`src/rtl/axis_core_sequencer_if.sv`:
```
// axis_core_sequencer_if: bundle of all sequencer-facing signals.
// Groups:
//   s_axis_*  input stream from the MM2S FIFO (tdata/tvalid/tlast in, tready out)
//   core_wr_* buffer write port (en/addr/data), core_start pulse, core_finish level
//   core_rd_* buffer read port (en/addr out, data back one cycle later)
//   m_axis_*  output stream to the S2MM FIFO (tdata/tvalid/tlast out, tready in)
//   err_tlast, err_timeout, job_count, busy: status for software
// Modport master is the sequencer's view; slave is the surrounding system's view.
interface axis_core_sequencer_if #(
    parameter int DATA_W = 64,
    parameter int ADDR_W = 3
);
    logic [DATA_W-1:0] s_axis_tdata;
    logic              s_axis_tvalid;
    logic              s_axis_tlast;
    logic              s_axis_tready;
    logic              core_wr_en;
    logic [ADDR_W-1:0] core_wr_addr;
    logic [DATA_W-1:0] core_wr_data;
    logic              core_start;
    logic              core_finish;
    logic              core_rd_en;
    logic [ADDR_W-1:0] core_rd_addr;
    logic [DATA_W-1:0] core_rd_data;
    logic [DATA_W-1:0] m_axis_tdata;
    logic              m_axis_tvalid;
    logic              m_axis_tlast;
    logic              m_axis_tready;
    logic              err_tlast;
    logic              err_timeout;
    logic [15:0]       job_count;
    logic              busy;

    modport master (
        input  s_axis_tdata, s_axis_tvalid, s_axis_tlast,
        output s_axis_tready,
        output core_wr_en, core_wr_addr, core_wr_data, core_start,
        input  core_finish,
        output core_rd_en, core_rd_addr,
        input  core_rd_data,
        output m_axis_tdata, m_axis_tvalid, m_axis_tlast,
        input  m_axis_tready,
        output err_tlast, err_timeout, job_count, busy
    );

    modport slave (
        output s_axis_tdata, s_axis_tvalid, s_axis_tlast,
        input  s_axis_tready,
        input  core_wr_en, core_wr_addr, core_wr_data, core_start,
        output core_finish,
        input  core_rd_en, core_rd_addr,
        output core_rd_data,
        input  m_axis_tdata, m_axis_tvalid, m_axis_tlast,
        output m_axis_tready,
        input  err_tlast, err_timeout, job_count, busy
    );
endinterface

```
`src/rtl/axis_core_sequencer.sv`:
```
// axis_core_sequencer: loads a fixed-length AXIS packet into the core buffer,
// starts the core, waits for finish (with timeout) and streams the results out.
// Ports:
//   aclk    - single clock
//   aresetn - synchronous active-low reset
//   bus     - axis_core_sequencer_if.master: input stream, core buffer write/read
//             ports, core start/finish, output stream and status (err_tlast,
//             err_timeout, job_count, busy)
module axis_core_sequencer #(
    parameter int DATA_W      = 64,
    parameter int IN_WORDS    = 5,
    parameter int OUT_WORDS   = 5,
    parameter int ADDR_W      = 3,
    parameter int TIMEOUT_CYC = 1024
) (
    input logic aclk,
    input logic aresetn,
    axis_core_sequencer_if.master bus
);
    localparam int TW = $clog2(TIMEOUT_CYC) > 0 ? $clog2(TIMEOUT_CYC) : 1;
    localparam logic [ADDR_W-1:0] IN_LAST  = ADDR_W'(IN_WORDS - 1);
    localparam logic [ADDR_W-1:0] OUT_LAST = ADDR_W'(OUT_WORDS - 1);
    localparam logic [ADDR_W:0]   OUT_N    = (ADDR_W + 1)'(OUT_WORDS);
    localparam logic [TW-1:0]     TO_LAST  = TW'(TIMEOUT_CYC - 1);

    typedef enum logic [2:0] {IDLE, LOAD, START, WAIT, DRAIN} state_t;

    state_t            state, state_nx;
    logic [ADDR_W-1:0] wcnt;
    logic [ADDR_W:0]   rcnt;
    logic [TW-1:0]     tcnt;
    logic              inflight, inflight_last;
    logic [DATA_W-1:0] fifo_data [2];
    logic [1:0]        fifo_last;
    logic              wptr, rptr;
    logic [1:0]        count;
    logic              in_hs, in_last, out_hs, push, pop, timeout;

    assign bus.s_axis_tready = aresetn && (state == IDLE || state == LOAD);
    assign in_hs             = bus.s_axis_tvalid && bus.s_axis_tready;
    assign in_last           = wcnt == IN_LAST;
    assign bus.core_wr_en    = in_hs;
    assign bus.core_wr_addr  = wcnt;
    assign bus.core_wr_data  = bus.s_axis_tdata;
    assign bus.core_start    = state == START;
    assign timeout           = tcnt == TO_LAST;

    // Occupancy counts words already in the skid FIFO plus the read in flight,
    // so at most two words are ever outstanding and none can be dropped.
    assign bus.core_rd_en   = state == DRAIN && rcnt < OUT_N && (count + 2'(inflight)) < 2'd2;
    assign bus.core_rd_addr = rcnt[ADDR_W-1:0];

    // An empty FIFO is bypassed by the returning read so the first beat leaves
    // the cycle after issue; a stalled bypass word is captured and replayed.
    assign bus.m_axis_tvalid = count != 2'd0 || inflight;
    assign bus.m_axis_tdata  = count != 2'd0 ? fifo_data[rptr] : inflight ? bus.core_rd_data : '0;
    assign bus.m_axis_tlast  = count != 2'd0 ? fifo_last[rptr] : inflight_last;
    assign out_hs            = bus.m_axis_tvalid && bus.m_axis_tready;
    assign pop               = out_hs && count != 2'd0;
    assign push              = inflight && !(out_hs && count == 2'd0);
    assign bus.busy          = state != IDLE;

    always_comb begin
        state_nx = state;
        case (state)
            IDLE, LOAD: if (in_hs) state_nx = in_last ? START : LOAD;
            START:      state_nx = WAIT;
            WAIT:       if (bus.core_finish || timeout) state_nx = DRAIN;
            DRAIN:      if (out_hs && bus.m_axis_tlast) state_nx = IDLE;
            default:    state_nx = IDLE;
        endcase
    end

    always_ff @(posedge aclk) begin
        if (!aresetn) begin
            state           <= IDLE;
            wcnt            <= '0;
            rcnt            <= '0;
            tcnt            <= '0;
            inflight        <= 1'b0;
            inflight_last   <= 1'b0;
            wptr            <= 1'b0;
            rptr            <= 1'b0;
            count           <= 2'd0;
            bus.err_tlast   <= 1'b0;
            bus.err_timeout <= 1'b0;
            bus.job_count   <= '0;
        end else begin
            state <= state_nx;
            if (in_hs) begin
                wcnt <= in_last ? '0 : wcnt + 1'b1;
                if (bus.s_axis_tlast != in_last) bus.err_tlast <= 1'b1;
            end
            tcnt <= state == WAIT ? tcnt + 1'b1 : '0;
            if (state == WAIT && timeout && !bus.core_finish) bus.err_timeout <= 1'b1;
            rcnt          <= state == DRAIN ? rcnt + (ADDR_W + 1)'(bus.core_rd_en) : '0;
            inflight      <= bus.core_rd_en;
            inflight_last <= bus.core_rd_en && bus.core_rd_addr == OUT_LAST;
            if (push) begin
                fifo_data[wptr] <= bus.core_rd_data;
                fifo_last[wptr] <= inflight_last;
                wptr            <= ~wptr;
            end
            if (pop) rptr <= ~rptr;
            count <= count + 2'(push) - 2'(pop);
            if (out_hs && bus.m_axis_tlast) bus.job_count <= bus.job_count + 1'b1;
        end
    end
endmodule

```
`src/flat_wrapper.sv`:
```
// flat-port wrapper written by rule: the top's interface ports become plain ports
module axis_core_sequencer_flat 
#(
    parameter int DATA_W      = 64,
    parameter int IN_WORDS    = 5,
    parameter int OUT_WORDS   = 5,
    parameter int ADDR_W      = 3,
    parameter int TIMEOUT_CYC = 1024
)
  (aclk, aresetn, bus_s_axis_tdata, bus_s_axis_tvalid, bus_s_axis_tlast, bus_s_axis_tready, bus_core_wr_en, bus_core_wr_addr, bus_core_wr_data, bus_core_start, bus_core_finish, bus_core_rd_en, bus_core_rd_addr, bus_core_rd_data, bus_m_axis_tdata, bus_m_axis_tvalid, bus_m_axis_tlast, bus_m_axis_tready, bus_err_tlast, bus_err_timeout, bus_job_count, bus_busy);
  axis_core_sequencer_if #(.DATA_W(DATA_W), .ADDR_W(ADDR_W)) bus_i ();
  input logic aclk;
  input logic aresetn;
  input wire logic [$bits(bus_i.s_axis_tdata)-1:0] bus_s_axis_tdata;
  input wire logic [$bits(bus_i.s_axis_tvalid)-1:0] bus_s_axis_tvalid;
  input wire logic [$bits(bus_i.s_axis_tlast)-1:0] bus_s_axis_tlast;
  output wire logic [$bits(bus_i.s_axis_tready)-1:0] bus_s_axis_tready;
  output wire logic [$bits(bus_i.core_wr_en)-1:0] bus_core_wr_en;
  output wire logic [$bits(bus_i.core_wr_addr)-1:0] bus_core_wr_addr;
  output wire logic [$bits(bus_i.core_wr_data)-1:0] bus_core_wr_data;
  output wire logic [$bits(bus_i.core_start)-1:0] bus_core_start;
  input wire logic [$bits(bus_i.core_finish)-1:0] bus_core_finish;
  output wire logic [$bits(bus_i.core_rd_en)-1:0] bus_core_rd_en;
  output wire logic [$bits(bus_i.core_rd_addr)-1:0] bus_core_rd_addr;
  input wire logic [$bits(bus_i.core_rd_data)-1:0] bus_core_rd_data;
  output wire logic [$bits(bus_i.m_axis_tdata)-1:0] bus_m_axis_tdata;
  output wire logic [$bits(bus_i.m_axis_tvalid)-1:0] bus_m_axis_tvalid;
  output wire logic [$bits(bus_i.m_axis_tlast)-1:0] bus_m_axis_tlast;
  input wire logic [$bits(bus_i.m_axis_tready)-1:0] bus_m_axis_tready;
  output wire logic [$bits(bus_i.err_tlast)-1:0] bus_err_tlast;
  output wire logic [$bits(bus_i.err_timeout)-1:0] bus_err_timeout;
  output wire logic [$bits(bus_i.job_count)-1:0] bus_job_count;
  output wire logic [$bits(bus_i.busy)-1:0] bus_busy;
  assign bus_i.s_axis_tdata = bus_s_axis_tdata;
  assign bus_i.s_axis_tvalid = bus_s_axis_tvalid;
  assign bus_i.s_axis_tlast = bus_s_axis_tlast;
  assign bus_s_axis_tready = bus_i.s_axis_tready;
  assign bus_core_wr_en = bus_i.core_wr_en;
  assign bus_core_wr_addr = bus_i.core_wr_addr;
  assign bus_core_wr_data = bus_i.core_wr_data;
  assign bus_core_start = bus_i.core_start;
  assign bus_i.core_finish = bus_core_finish;
  assign bus_core_rd_en = bus_i.core_rd_en;
  assign bus_core_rd_addr = bus_i.core_rd_addr;
  assign bus_i.core_rd_data = bus_core_rd_data;
  assign bus_m_axis_tdata = bus_i.m_axis_tdata;
  assign bus_m_axis_tvalid = bus_i.m_axis_tvalid;
  assign bus_m_axis_tlast = bus_i.m_axis_tlast;
  assign bus_i.m_axis_tready = bus_m_axis_tready;
  assign bus_err_tlast = bus_i.err_tlast;
  assign bus_err_timeout = bus_i.err_timeout;
  assign bus_job_count = bus_i.job_count;
  assign bus_busy = bus_i.busy;
  axis_core_sequencer #(.DATA_W(DATA_W), .IN_WORDS(IN_WORDS), .OUT_WORDS(OUT_WORDS), .ADDR_W(ADDR_W), .TIMEOUT_CYC(TIMEOUT_CYC)) u_core (.aclk(aclk), .aresetn(aresetn), .bus(bus_i));
endmodule
```
`config.mk`:
```
export PLATFORM = sky130hd
export DESIGN_NAME = axis_core_sequencer_flat
export DESIGN_NICKNAME = d
export VERILOG_FILES = /design/src/rtl/axis_core_sequencer_if.sv /design/src/rtl/axis_core_sequencer.sv /design/src/flat_wrapper.sv
export SDC_FILE = /design/constraint.sdc
export NUM_CORES = 1
export LEC_CHECK = 0
export CAP_MARGIN = 20
export CORE_UTILIZATION = 24
export CTS_BUF_LIST = sky130_fd_sc_hd__clkbuf_4 sky130_fd_sc_hd__clkbuf_8
export DETAILED_ROUTE_END_ITERATION = 10
export GPL_TIMING_DRIVEN = 0
export HOLD_SLACK_MARGIN = 0.1
export PLACE_DENSITY = 0.52
export SYNTH_ARGS = -nofsm -noshare
export SYNTH_HDL_FRONTEND = slang
export SYNTH_SLANG_ARGS = --single-unit
```
`constraint.sdc`:
```
create_clock -name aclk -period 4.1 [get_ports aclk]
set_input_delay 0.82 -clock aclk [delete_from_list [all_inputs] [get_ports aclk]]
set_output_delay 0.82 -clock aclk [all_outputs]
set_load 0.03 [all_outputs]
```
==> results.md <==
- The flow ran to the end, and the final reports show no timing, DRC or antenna violations.
- The cell at the root of the clock tree is sky130_fd_sc_hd__clkbuf_8.
- At the pin with the least slew margin, the transition time is 0.847 ns.
- The post-CTS clock slew at the launch and capture registers of the worst setup and hold paths is 0.10 ns.
- The area enclosed by the die boundary is 33500 sq um.
- At the worst endpoint, the arrival time is 2.93 ns.
- The worst setup path is captured at an output port.
- The number of iterations in the first detailed-routing pass is 5.
- The top cell type by area accounts for 49.6% of the synthesized area.
- The initial detailed-routing violation count is 246.
- For the final database, setup skew stands at 0.0157 ns.
- The worst register-to-register path ends at u_core.fifo_data[0][63].
- The growth of design area from synthesis to finish is 41.7%.
- The share of the yosys chip area belonging to registers is 61.1%.
- Leaving out filler cells and counting taps, the final layout contains 1351.
- The final critical-path setup slack is 0.352 ns.
- The fraction of layout instances using a drive strength above 1 is 12.7%.
- The startpoint of the worst register-to-register path is u_core.count[1].
- The clock tree synthesis step divided the H-tree into 4 levels.
- For this run, asynchronously set or reset flops after synthesis account for 0%.
- In this run the remaining antenna-violating nets after routing total 0.
- The first global-routing pass estimated 31600 um of wire.
- Across the VDD grid, the largest voltage drop is 0.000163 V.
- The initial antenna violation count is 1.
- The number of primary I/O pins is 293.
- The flop-to-flop setup slack is 1.88 ns.
- The clock network latency to the later pin of the worst-skew pair is 0.45 ns.
- The worst setup timing slack at the placement stage is 0.185 ns.
- The worst hold path begins at u_core.tcnt[0].
- The number of clock sinks is 175.
- The final route contains 5796 vias.
- The mean cell area of the mapped netlist is 12.0 sq um.
- The final cycle utilization of the critical path is 91.4%.
- Counting distinct cell types in the post-synthesis netlist gives 43.
- The half-perimeter wire length after placement is 14600 um.
- The final weighted congestion of routability-driven global placement is 0.713.
- In the layout the commonest cells are 228 x sky130_fd_sc_hd__clkdlybuf4s50_1, 130 x sky130_fd_sc_hd__edfxtp_1, 72 x sky130_fd_sc_hd__o21ai_0, 72 x sky130_fd_sc_hd__nand3_1, 67 x sky130_fd_sc_hd__buf_4.
- When the netlist entered floorplanning its net count stood at 794.
- Headroom to the max-slew limit came out at 43.5%.
- The shortest period the worst path allows is 3.75 ns.
- Counting instances, the worst hold path has a depth of 1.
- The area of the core region is 31900 sq um.
- The leakage dissipation is 3.63 nW.
- After synthesis, the cell types taking the most area are sky130_fd_sc_hd__edfxtp_1 50%, sky130_fd_sc_hd__dfxtp_1 11%, sky130_fd_sc_hd__mux2i_1 8.3%.
- The number of cells on the worst reg-to-reg path is 5.
- The final net count is 1043.
- The number of endpoints with negative hold slack in the final report was 0.
- The via density per instance is 4.29.
- The library cell used most frequently in the layout, excluding fill and tap cells, is sky130_fd_sc_hd__clkdlybuf4s50_1.
- Max-cap violations in this run came to 0.
- The total wire length is 20900 um.
- The largest net degree at the start of global routing is 44.
- The peak fanout along the critical path is 19.
- The starting density of the core is 24.7%.
- The path type of the worst min-delay path is flip-flop to flip-flop.
- The number of fill cells is 3224.
- The most used flip-flop cell after synthesis is sky130_fd_sc_hd__edfxtp_1.
- Setup violations remaining at the end of the flow were counted as 0.
- The number of enable flip-flop cells after synthesis is 130.
- The worst setup path is of the flip-flop to output port kind.
- The sort of element at the start of the critical path is a flip-flop.
- Summing every instance area after synthesis gives 7870 sq um.
- The clock tree from TritonCTS is built.
- Setup repair after global routing left no endpoint under its margin.
- Buffers placed on the I/O ports in this run total 228.
- The post-CTS setup buffer count is 0.
- Summed over all instances, the cell type with the most area after synthesis is sky130_fd_sc_hd__edfxtp_1.
- The total track usage is 12.3%.
- The die height is 183 um.
- The number of gates resized after cts is 0.
- The chip width is 183 um.
- The number of buffers created by CTS is 17.
- The via count of the first global-routing pass is 5720.
- The maximum clock frequency is 267 MHz.
- The detail-routed net length per standard cell is 15.5 um.
- The worst hold-check slack is 0.474 ns.
- The residual overflow from global routing is 0.
- Dividing total power by cell area gives a power density of 386 nW/um^2.
- The post-layout total power is 0.00430 W.
- Hold repair after CTS inserted 0 buffers.
- The total negative setup slack is 0 ns.
- The post-route DRC violation count is 0.
- The worst hold path endpoint is u_core.tcnt[0].
- The placed cell count is 1319.
- The max-slew violation total from the final report is 0.
- The clock passes through at most 2 buffers.
- For this run, the number of Yosys warnings is 0.
- The floorplan has 65 rows.
- After synthesis the netlist holds a flip-flop and latch count of 175.
- The data required time at the worst endpoint is 3.28 ns.
- The post-synthesis instance total is 653.
## logic make-up after synthesis
logic type	share of synthesized area [%]
DFF	61.1
adders and majority gates	1.11
AOI/OAI and AO/OA	7.91
xor gates and xnor gates	1.89
buffers and inverters	8.84
and+or+nand+nor	10.6
muxes	8.56
## through the flow
stage	area, sq um	utilization, %
global route	11100	35.0
floorplan	7870	-
global placement	10700	33.5
detailed placement	10800	33.8
finish	11100	35.0
CTS	11100	35.0
## how the worst max path moves through the flow
stage                                  from                 endpoint  cells past startpoint
after CTS                   u_core.count[0]      bus_m_axis_tdata[6]                      5
final                       u_core.count[0]      bus_m_axis_tdata[6]                      5
after global routing        u_core.count[0]      bus_m_axis_tdata[6]                      5
after global placement              aresetn  u_core.fifo_data[0][26]                      4
after floorplan           bus_m_axis_tready   u_core.fifo_data[0][0]                      3
after detailed placement    u_core.count[0]      bus_m_axis_tdata[6]                      6
## cells in the mapped netlist, types with 10 or more instances
cell,instances
sky130_fd_sc_hd__buf_1,13
sky130_fd_sc_hd__nand2_1,15
sky130_fd_sc_hd__mux2i_1,65
sky130_fd_sc_hd__edfxtp_1,130
sky130_fd_sc_hd__clkbuf_1,20
sky130_fd_sc_hd__o31ai_1,10
sky130_fd_sc_hd__buf_4,67
sky130_fd_sc_hd__o21ai_0,72
sky130_fd_sc_hd__inv_1,12
sky130_fd_sc_hd__a21oi_1,18
sky130_fd_sc_hd__dfxtp_1,45
sky130_fd_sc_hd__nor2_1,23
sky130_fd_sc_hd__nand3_1,72
## power by group
| part | internal [W] | switching, W | leakage (nW) | total (W) |
|---|---|---|---|---|
| clock | 0.000453 | 0.000709 | 0.196 | 0.00116 |
| sequential | 0.00191 | 0.0000130 | 1.53 | 0.00192 |
| combinational | 0.000482 | 0.000736 | 1.90 | 0.00122 |
| total | 0.00284 | 0.00146 | 3.63 | 0.00430 |
## critical path, cell delays in order, from the launching register on
cell,delay (ns)
sky130_fd_sc_hd__dfxtp_1,0.38
sky130_fd_sc_hd__nor2_4,0.45
sky130_fd_sc_hd__clkbuf_1,0.58
sky130_fd_sc_hd__nand3_1,0.14
sky130_fd_sc_hd__o21ai_0,0.18
sky130_fd_sc_hd__clkdlybuf4s50_1,0.74
## state kept, by name, summed over array words and instances, names as in the netlist, 2 cells and up, named ones only
| name | flops |
|---|---|
| u_core.fifo_data | 128 |
| u_core.bus.job_count | 16 |
| u_core.tcnt | 10 |
| u_core.rcnt | 4 |
| u_core.bus.core_wr_addr | 3 |
| u_core.state | 3 |
| u_core.count | 2 |
| u_core.fifo_last | 2 |
## metal layers
metal  GRT usage [%]  share of wire [%]
met1            15.7                 45
met2            20.7                 49
met3            3.08                5.7
met4            2.90               0.63
met5               0                  0
## area by class of cell
cell class	count	area, sq um	area share [%]
sequential	175	4800	43.1
multi-input combinational	361	2380	21.3
timing repair buffer	231	2350	21.1
buffer	103	643	5.77
tap	435	544	4.88
clock buffer	17	234	2.10
clock inverter	15	143	1.28
inverter	13	48.8	0.438
antenna	1	2.50	0.0224
Note: power is estimated with default switching activity, not from simulation.
